## src/rtl/tile_lookup.sv

```systemverilog
// Writable path-tile table with per-request rotation.
// Two-stage valid/ready pipeline: table capture, then bitmap render.
module tile_lookup #(
  parameter int IDX_W  = 3,
  parameter int TILE_N = 3
) (
  input  logic                       clk,
  input  logic                       rst_n,
  input  logic                       req_valid,
  output logic                       req_ready,
  input  logic [IDX_W-1:0]           req_idx,
  input  logic [1:0]                 req_rot,
  output logic                       rsp_valid,
  input  logic                       rsp_ready,
  output logic [TILE_N*TILE_N-1:0]   rsp_tile,
  output logic [3:0]                 rsp_edges,
  input  logic                       wr_en,
  input  logic [IDX_W-1:0]           wr_idx,
  input  logic [4:0]                 wr_data
);

  localparam int DEPTH = 1 << IDX_W;
  localparam int NB    = TILE_N * TILE_N;
  localparam int M     = (TILE_N - 1) / 2;

  typedef struct packed {
    logic       dead;
    logic [3:0] nesw;
  } ent_t;

  function automatic ent_t rst_ent(int i);
    ent_t e;
    e = '0;
    unique case (i)
      1: e = ent_t'(5'b0_1111);
      2: e = ent_t'(5'b0_1010);
      3: e = ent_t'(5'b0_0101);
      4: e = ent_t'(5'b0_1100);
      5: e = ent_t'(5'b0_1001);
      6: e = ent_t'(5'b0_0011);
      7: e = ent_t'(5'b0_0110);
      default: e = '0;
    endcase
    return e;
  endfunction

  // Clockwise quarter turn: each opening moves to the next side.
  function automatic logic [3:0] rot_cw(
    logic [3:0] e,
    logic [1:0] q
  );
    logic [3:0] r;
    r = e;
    unique case (q)
      2'd0: r = e;
      2'd1: r = {e[0], e[3:1]};
      2'd2: r = {e[1:0], e[3:2]};
      2'd3: r = {e[2:0], e[3]};
    endcase
    return r;
  endfunction

  ent_t       tbl [DEPTH];
  logic       s1_valid;
  ent_t       s1_ent;
  logic [1:0] s1_rot;
  logic       adv;
  logic       accept;
  logic [3:0] s2_edges;
  logic [NB-1:0] s2_tile;

  assign adv       = !rsp_valid || rsp_ready;
  assign req_ready = !s1_valid || adv;
  assign accept    = req_valid && req_ready;

  always_ff @(posedge clk or negedge rst_n) begin
    if (!rst_n) begin
      for (int i = 0; i < DEPTH; i++) begin
        tbl[i] <= rst_ent(i);
      end
    end else if (wr_en) begin
      tbl[wr_idx] <= ent_t'(wr_data);
    end
  end

  // Entry is snapshotted here so later writes cannot touch it.
  always_ff @(posedge clk or negedge rst_n) begin
    if (!rst_n) begin
      s1_valid <= 1'b0;
      s1_ent   <= '0;
      s1_rot   <= '0;
    end else if (accept) begin
      s1_valid <= 1'b1;
      s1_ent   <= tbl[req_idx];
      s1_rot   <= req_rot;
    end else if (adv) begin
      s1_valid <= 1'b0;
    end
  end

  assign s2_edges = rot_cw(s1_ent.nesw, s1_rot);

  for (genvar r = 0; r < TILE_N; r++) begin : g_row
    for (genvar c = 0; c < TILE_N; c++) begin : g_col
      localparam int B = NB - 1 - (r * TILE_N + c);
      if (r == M && c == M) begin : g_ctr
        assign s2_tile[B] = (|s2_edges) & ~s1_ent.dead;
      end else if (c == M && r < M) begin : g_n
        assign s2_tile[B] = s2_edges[3];
      end else if (c == M) begin : g_s
        assign s2_tile[B] = s2_edges[1];
      end else if (r == M && c > M) begin : g_e
        assign s2_tile[B] = s2_edges[2];
      end else if (r == M) begin : g_w
        assign s2_tile[B] = s2_edges[0];
      end else begin : g_off
        assign s2_tile[B] = 1'b0;
      end
    end
  end

  always_ff @(posedge clk or negedge rst_n) begin
    if (!rst_n) begin
      rsp_valid <= 1'b0;
      rsp_tile  <= '0;
      rsp_edges <= '0;
    end else if (adv) begin
      rsp_valid <= s1_valid;
      if (s1_valid) begin
        rsp_tile  <= s2_tile;
        rsp_edges <= s2_edges;
      end
    end
  end

endmodule

```

## config.mk

```make
export PLATFORM = sky130hd
export DESIGN_NAME = tile_lookup
export DESIGN_NICKNAME = d
export VERILOG_FILES = /design/src/rtl/tile_lookup.sv
export SDC_FILE = /design/constraint.sdc
export NUM_CORES = 1
export LEC_CHECK = 0
export ABC_AREA = 1
export CAP_MARGIN = 20
export CORE_MARGIN = 2
export CORE_UTILIZATION = 29
export CTS_CLUSTER_DIAMETER = 120
export DETAILED_ROUTE_END_ITERATION = 8
export PLACE_DENSITY = 0.57
export RECOVER_POWER = 25
export SYNTH_ARGS = -nofsm -noshare
export SYNTH_HDL_FRONTEND = slang
export SYNTH_SLANG_ARGS = --single-unit
```

## constraint.sdc

```tcl
create_clock -name clk -period 3.1 [get_ports clk]
set_clock_uncertainty 0.15 [all_clocks]
set_input_delay 0.775 -clock clk [delete_from_list [all_inputs] [get_ports clk]]
set_output_delay 0.775 -clock clk [all_outputs]
set_load 0.01 [all_outputs]
```

==> results of run 1 <==
## stage by stage
stage	instances	total power, mW	worst slack, ns	utilization, %	hold WS, ns
floorplan	318	1.262	1.216	-	0.2978
global placement	442	1.425	0.2630	33.59	0.3116
CTS	450	1.856	0.2285	34.68	0.2403
finish	450	1.835	0.2423	34.58	0.3437
global route	450	1.966	0.1880	34.58	0.3586
detailed placement	442	1.440	0.2322	33.59	0.3184
## cell usage in the layout (no fill, tap or decap), types with 4 or more instances in the layout
master,count
nand2_2,5
nand2_1,87
clkdlybuf4s50_1,27
inv_1,19
clkbuf_8,6
nand3_1,20
dfstp_2,16
o21ai_0,56
dfrtp_1,38
o211ai_1,10
conb_1,4
nor2_1,34
## area by class of cell
type / instances / area (um^2)
flip-flops and latches: 54 / 1371
fillers: 921 / 5705
inverters: 23 / 86.33
multi-input cells: 225 / 1031
repair buffers: 32 / 296.5
clock buffers: 6 / 82.58
well taps: 108 / 135.1
clock inverters: 2 / 12.51
## critical path: cells and delay by family
family	cells	cell delay, ns
AND/OR/NAND/NOR	1	0.10
buffers and inverters	3	1.05
## power by group through the flow
stage | clock network, mW | logic [mW] | registers, mW
floorplan | 0 | 0.291 | 0.971
global placement | 0 | 0.442 | 0.983
detailed placement | 0 | 0.452 | 0.988
CTS | 0.427 | 0.453 | 0.976
global route | 0.459 | 0.509 | 0.998
finish | 0.414 | 0.445 | 0.977
## routing by layer
metal	GRT usage, %	part of all wire, %	wire [um]
met5	0	0	0
met4	3.583	1.0	59
met3	2.340	4.4	254
met2	19.10	46	2660
met1	18.12	49	2820
## worst paths after layout
check                                 startpoint                      end  slack (ns)  cells past startpoint
max                                    rsp_ready                req_ready        0.24                      4
min                          tbl[25]$_DFFE_PN0P_      tbl[25]$_DFFE_PN0P_        0.34                      2
max reg2reg                s1_rot[1]$_DFFE_PN0P_  rsp_tile[4]$_DFFE_PN0P_        1.64                      7
min reg2reg                  tbl[25]$_DFFE_PN0P_      tbl[25]$_DFFE_PN0P_        0.34                      2
max in group asynchronous                  rst_n      tbl[29]$_DFFE_PN0P_        0.92                      2
min in group asynchronous                  rst_n      tbl[38]$_DFFE_PN0P_        0.45                      1
## registers in the layout (all words and copies together), names as in the netlist
signal,count
tbl,40
s1_ent,5
rsp_edges,4
s1_rot,2
rsp_tile,1
rsp_valid,1
s1_valid,1
## cell families after synthesis
family	synth area share [%]
DFF	52.74
buffers and inverters	8.037
other	0.1442
AOI/OAI and AO/OA	13.86
and+or+nand+nor	25.22
==> results.md, run 1 <==
* Via/cell ratio at 4.729
* Library cells used by synthesis at 22
* Area post-placement at 2929 um^2
* Post-CTS Setup Repair Bufs at 0
* Clock Power Share at 22.5%
* RSZ-0062 raised after global routing: no
* Slowest stage cell, crit path: clkdlybuf4s50_1
* Critical path type: input port to output port
* Critical path's most frequent cell: clkdlybuf4s50_1
* GPL Wtd Cong at 0.7347
* Int Power at 1.269 mW
* Average wire per standard cell at 12.88 um
* Hold Crit Class: flop to flop
* Die height at 98.69 um
* Worst-path fanout max at 3
* Share of cells above drive strength 1 at 11.11%
* Vias in the first global route at 1963
* Post-synth top area share at 36.57%
* Status: complete, no violations
* Synth cell count leaders: nand2_1 (87), o21ai_0 (56), dfrtp_1 (38)
* Fin crit period at 2.858 ns
* P&R area growth vs syn at 15.98%
* Power Density at 608.6 nW/um^2
* Yosys reg bits at 54
* PortBufs at 28
* Top Ports at 33
* Asr flop ratio synth at 100.0%
* Sequential share of the synthesized area at 52.74%
* Worst Path Arrival at 1.93 ns
* Layout net count at 359
* Post-DRT Antenna Nets at 0
* Clock Sinks at 54
* Area leader, netlist: dfrtp_1
* Slew Limit Fails at 0
* Top_reg_cell synth: dfrtp_1
* Sw Pwr at 566.7 uW
* Leak at 1.356 nW
* Row count at 34
* EDFF count, synth at 0
* Startpoint types: input port
* Total wire length at 5.794 mm
* Combinational share of power at 24.2%
* Total grt overflow at 0
* Initial antenna violation count at 0
* Final hold violations at 0
* Slew headroom at 32.01%
* Total CTS buffers at 5
* Drt first pass iters at 4
* Critical path cell sequence: clkdlybuf4s50_1 -> inv_1 -> nand3_1 -> clkdlybuf4s50_1
* Post-Syn Area at 2600 um^2
* Sw Share at 30.88%
* Largest net degree at the start of global routing at 20
* # diodes at 0
* CP required at 2.17 ns
* Gate Count Post-Synth at 315
* CTS Hold Bufs at 0
* Core area at 8721 um^2
* # DRC at 0
* CTS tree: done
* Setup-failing EPs final at 0
* Number of gates resized after CTS at 0
* CTS clk-pin slew, worst paths at 0.10 ns
* Initial DRC Count at 96
* Slew @ Worst Pin at 1.020 ns
* H-tree lvl count at 2
* Flop pwr share at 53.2%
* Highest Clock Rate at 349.9 MHz
* Peak VDD IR at 188.7 uV
* Clk Tree Root Cell: clkbuf_8
* Cell area after layout at 3015 um^2
* Final Cycle Share at 92.18%
* CP peak stage delay at 0.55 ns
* Count leader, synth: nand2_1
* Via count at 2128
* Worst skew pair latency at 0.30 ns
* Starting Density at 29.81%
* Setup TNS Final at 0 ns
* Die area at 9739 um^2
* Die X at 98.69 um
* Max Cap Viol at 0
* Clock Tree Buf Depth at 2
* Synth Warn # at 0
* First-pass GRT wire length at 9.915 mm
* Final HPWL DP at 4.183 mm
* Syn Area/Cell at 8.254 um^2
* CP endpoint kind: output port
* Global-route usage over all layers at 12.48%
* Top post-synthesis cells by area: dfrtp_1 (37%), dfstp_2 (16%), nand2_1 (13%), o21ai_0 (11%), nor2_1 (4.9%)
Power figures use the tool's default switching activity.
==> run 2: changes to the inputs <==
Settings changed: CORE_UTILIZATION 29 to 59, PLACE_DENSITY 0.57 to 0.94, TNS_END_PERCENT set to 1.
==> run 2 against run 1 <==
  * The flow now finishes with violations (capacitance limit, slew limit)
  * Count of clock-buffer cells in the layout increased by 1
  * Cell count decreased by 13%
  * Combinational power about the same
  * Clock power increased by 17%
  * Routed wire length decreased by 9.6%
  * Total power increased by 3.9%
  * Non-clock buffer count decreased by 1
  * Maximum frequency decreased by 0.29%
  * Critical endpoint unchanged
  * Largest cell class unchanged
==> results.md, run 2 (synthesized netlist as in run 1, its figures left out) <==
* Post-CTS Setup Repair Bufs at 0
* Commonest non-fill, non-tap cells in the layout: nand2_1 (87), o21ai_0 (56), dfrtp_1 (38)
* Die area at 4954 um^2
* Wire length on met2 at 2.764 mm
* # diodes at 0
* Worst skew pair latency at 0.31 ns
* Die height at 70.39 um
* First-pass GRT wire length at 9.328 mm
* Clock Tree Buf Depth at 2
* Slew Limit Fails at 29
* P&R area growth vs syn at 13.96%
* Post-DRT Antenna Nets at 0
* Average wire per standard cell at 13.33 um
* Total met3 wirelength after detailed routing at 233 um
* Critical path's most frequent cell: clkdlybuf4s50_1
* Final Cycle Share at 92.45%
* # DRC at 0
* Via/cell ratio at 5.483
* Fill count at 328
* CP required at 2.17 ns
* Initial antenna violation count at 0
* H-tree lvl count at 2
* Highest Clock Rate at 348.9 MHz
* Hold Crit Class: flop to flop
* Final HPWL DP at 3.854 mm
* CP peak stage delay at 0.55 ns
* Fin crit period at 2.866 ns
* Via count at 2155
* Bufs and invs on worst path at 3
* GPL Wtd Cong at 0.8999
* Total grt overflow at 0
* Area post-placement at 2851 um^2
* Final hold violations at 0
* Setup TNS Final at 0 ns
* Global-route usage over all layers at 23.83%
* Most common cell after layout, fill and taps aside: nand2_1
* Row count at 24
* Critical path type: input port to output port
* Power Density at 643.4 nW/um^2
* Failing checks: capacitance limit, slew limit
* Total CTS buffers at 5
* Final Util at 69.00%
* Share of cells above drive strength 1 at 10.85%
* Top Layer Used: met4
* Initial DRC Count at 172
* Slew @ Worst Pin at 1.506 ns
* Max reg flops at 40
* CTS clk-pin slew, worst paths at 0.09 ns
* Worst Path Arrival at 1.94 ns
* Layout net count at 358
* Core area at 4294 um^2
* Worst-path fanout max at 3
* Vias in the first global route at 2155
* Critical path cell sequence: clkdlybuf4s50_1 -> inv_1 -> nand3_1 -> clkdlybuf4s50_1
* RSZ-0062 raised after global routing: no
* CTS Hold Bufs at 0
* Slew headroom at -0.4044%
* Top Registers: tbl x40, s1_ent x5, rsp_edges x4
* PortBufs at 28
* Register area at 1371 um^2
* Total wire length at 5.237 mm
* Largest Register: tbl
* Peak VDD IR at 360.6 uV
* Top delay family on crit path: buffers and inverters
* CP endpoint kind: output port
* Drt first pass iters at 4
* Top Ports at 33
* Leak at 1.366 nW
* Largest net degree at the start of global routing at 30
* Number of gates resized after CTS at 0
* CTS tree: done
* Multi-input gate area at 1031 um^2
* Die X at 70.39 um
* Status: finished, violations left
* Clk Tree Root Cell: clkbuf_8
* Starting Density at 60.55%
* Cell area after layout at 2963 um^2
* Max Cap Viol at 1
* Setup-failing EPs final at 0
* Clock Sinks at 54
* Slowest stage cell, crit path: clkdlybuf4s50_1
* Startpoint types: input port
* M1 WL at 2.166 mm
[run 2: worst paths after layout]
path / start / endpoint / slack (ns) / cells after the start
min in group asynchronous: rst_n / s1_rot[1]$_DFFE_PN0P_ / 0.67 / 1
setup reg to reg: s1_rot[1]$_DFFE_PN0P_ / rsp_tile[4]$_DFFE_PN0P_ / 1.63 / 7
hold reg to reg: tbl[14]$_DFFE_PN0P_ / tbl[14]$_DFFE_PN0P_ / 0.34 / 2
setup / recovery: rsp_ready / req_ready / 0.23 / 4
max in group asynchronous: rst_n / tbl[38]$_DFFE_PN0P_ / 0.85 / 2
hold / removal: tbl[14]$_DFFE_PN0P_ / tbl[14]$_DFFE_PN0P_ / 0.34 / 2
[run 2: tightest hold or removal path, cell delays in order (launching register included)]
cell,delay [ns]
dfrtp_1,0.35
nand2_1,0.05
o21ai_0,0.06
[run 2: power by group]
group / internal, mW / total, mW / switching (mW)
clock network: 0.263 / 0.484 / 0.221
logic: 0.210 / 0.445 / 0.235
registers: 0.879 / 0.977 / 0.0986
total: 1.35 / 1.91 / 0.554
[run 2: routing by layer]
| layer | up-vias | track usage (%) |
|---|---|---|
| li1 | 1065 | - |
| met1 | 1016 | 28.70 |
| met2 | 67 | 41.93 |
| met3 | 7 | 5.339 |
| met4 | 0 | 8.120 |
| met5 | - | 0 |
[run 2: metrics by stage]
stage	worst slack (ns)	cells	hold WS, ns	total power, mW
2_1_floorplan	1.216	318	0.2978	1.262
6_report	0.2340	393	0.3410	1.906
3_5_place_dp	0.2301	385	0.3194	1.437
5_1_grt	0.1980	393	0.3636	2.024
4_1_cts	0.2290	393	0.3416	1.913
3_3_place_gp	0.2717	385	0.3130	1.406
[run 2: final cells by class]
cell class,count,area share [%]
Timing Repair Buffer,31,9.882
Clock buffer,7,2.914
Sequential cell,54,46.28
Multi-Input combinational cell,225,34.80
Tap cell,52,2.196
Inverter,23,2.914
Clock inverter,1,1.014
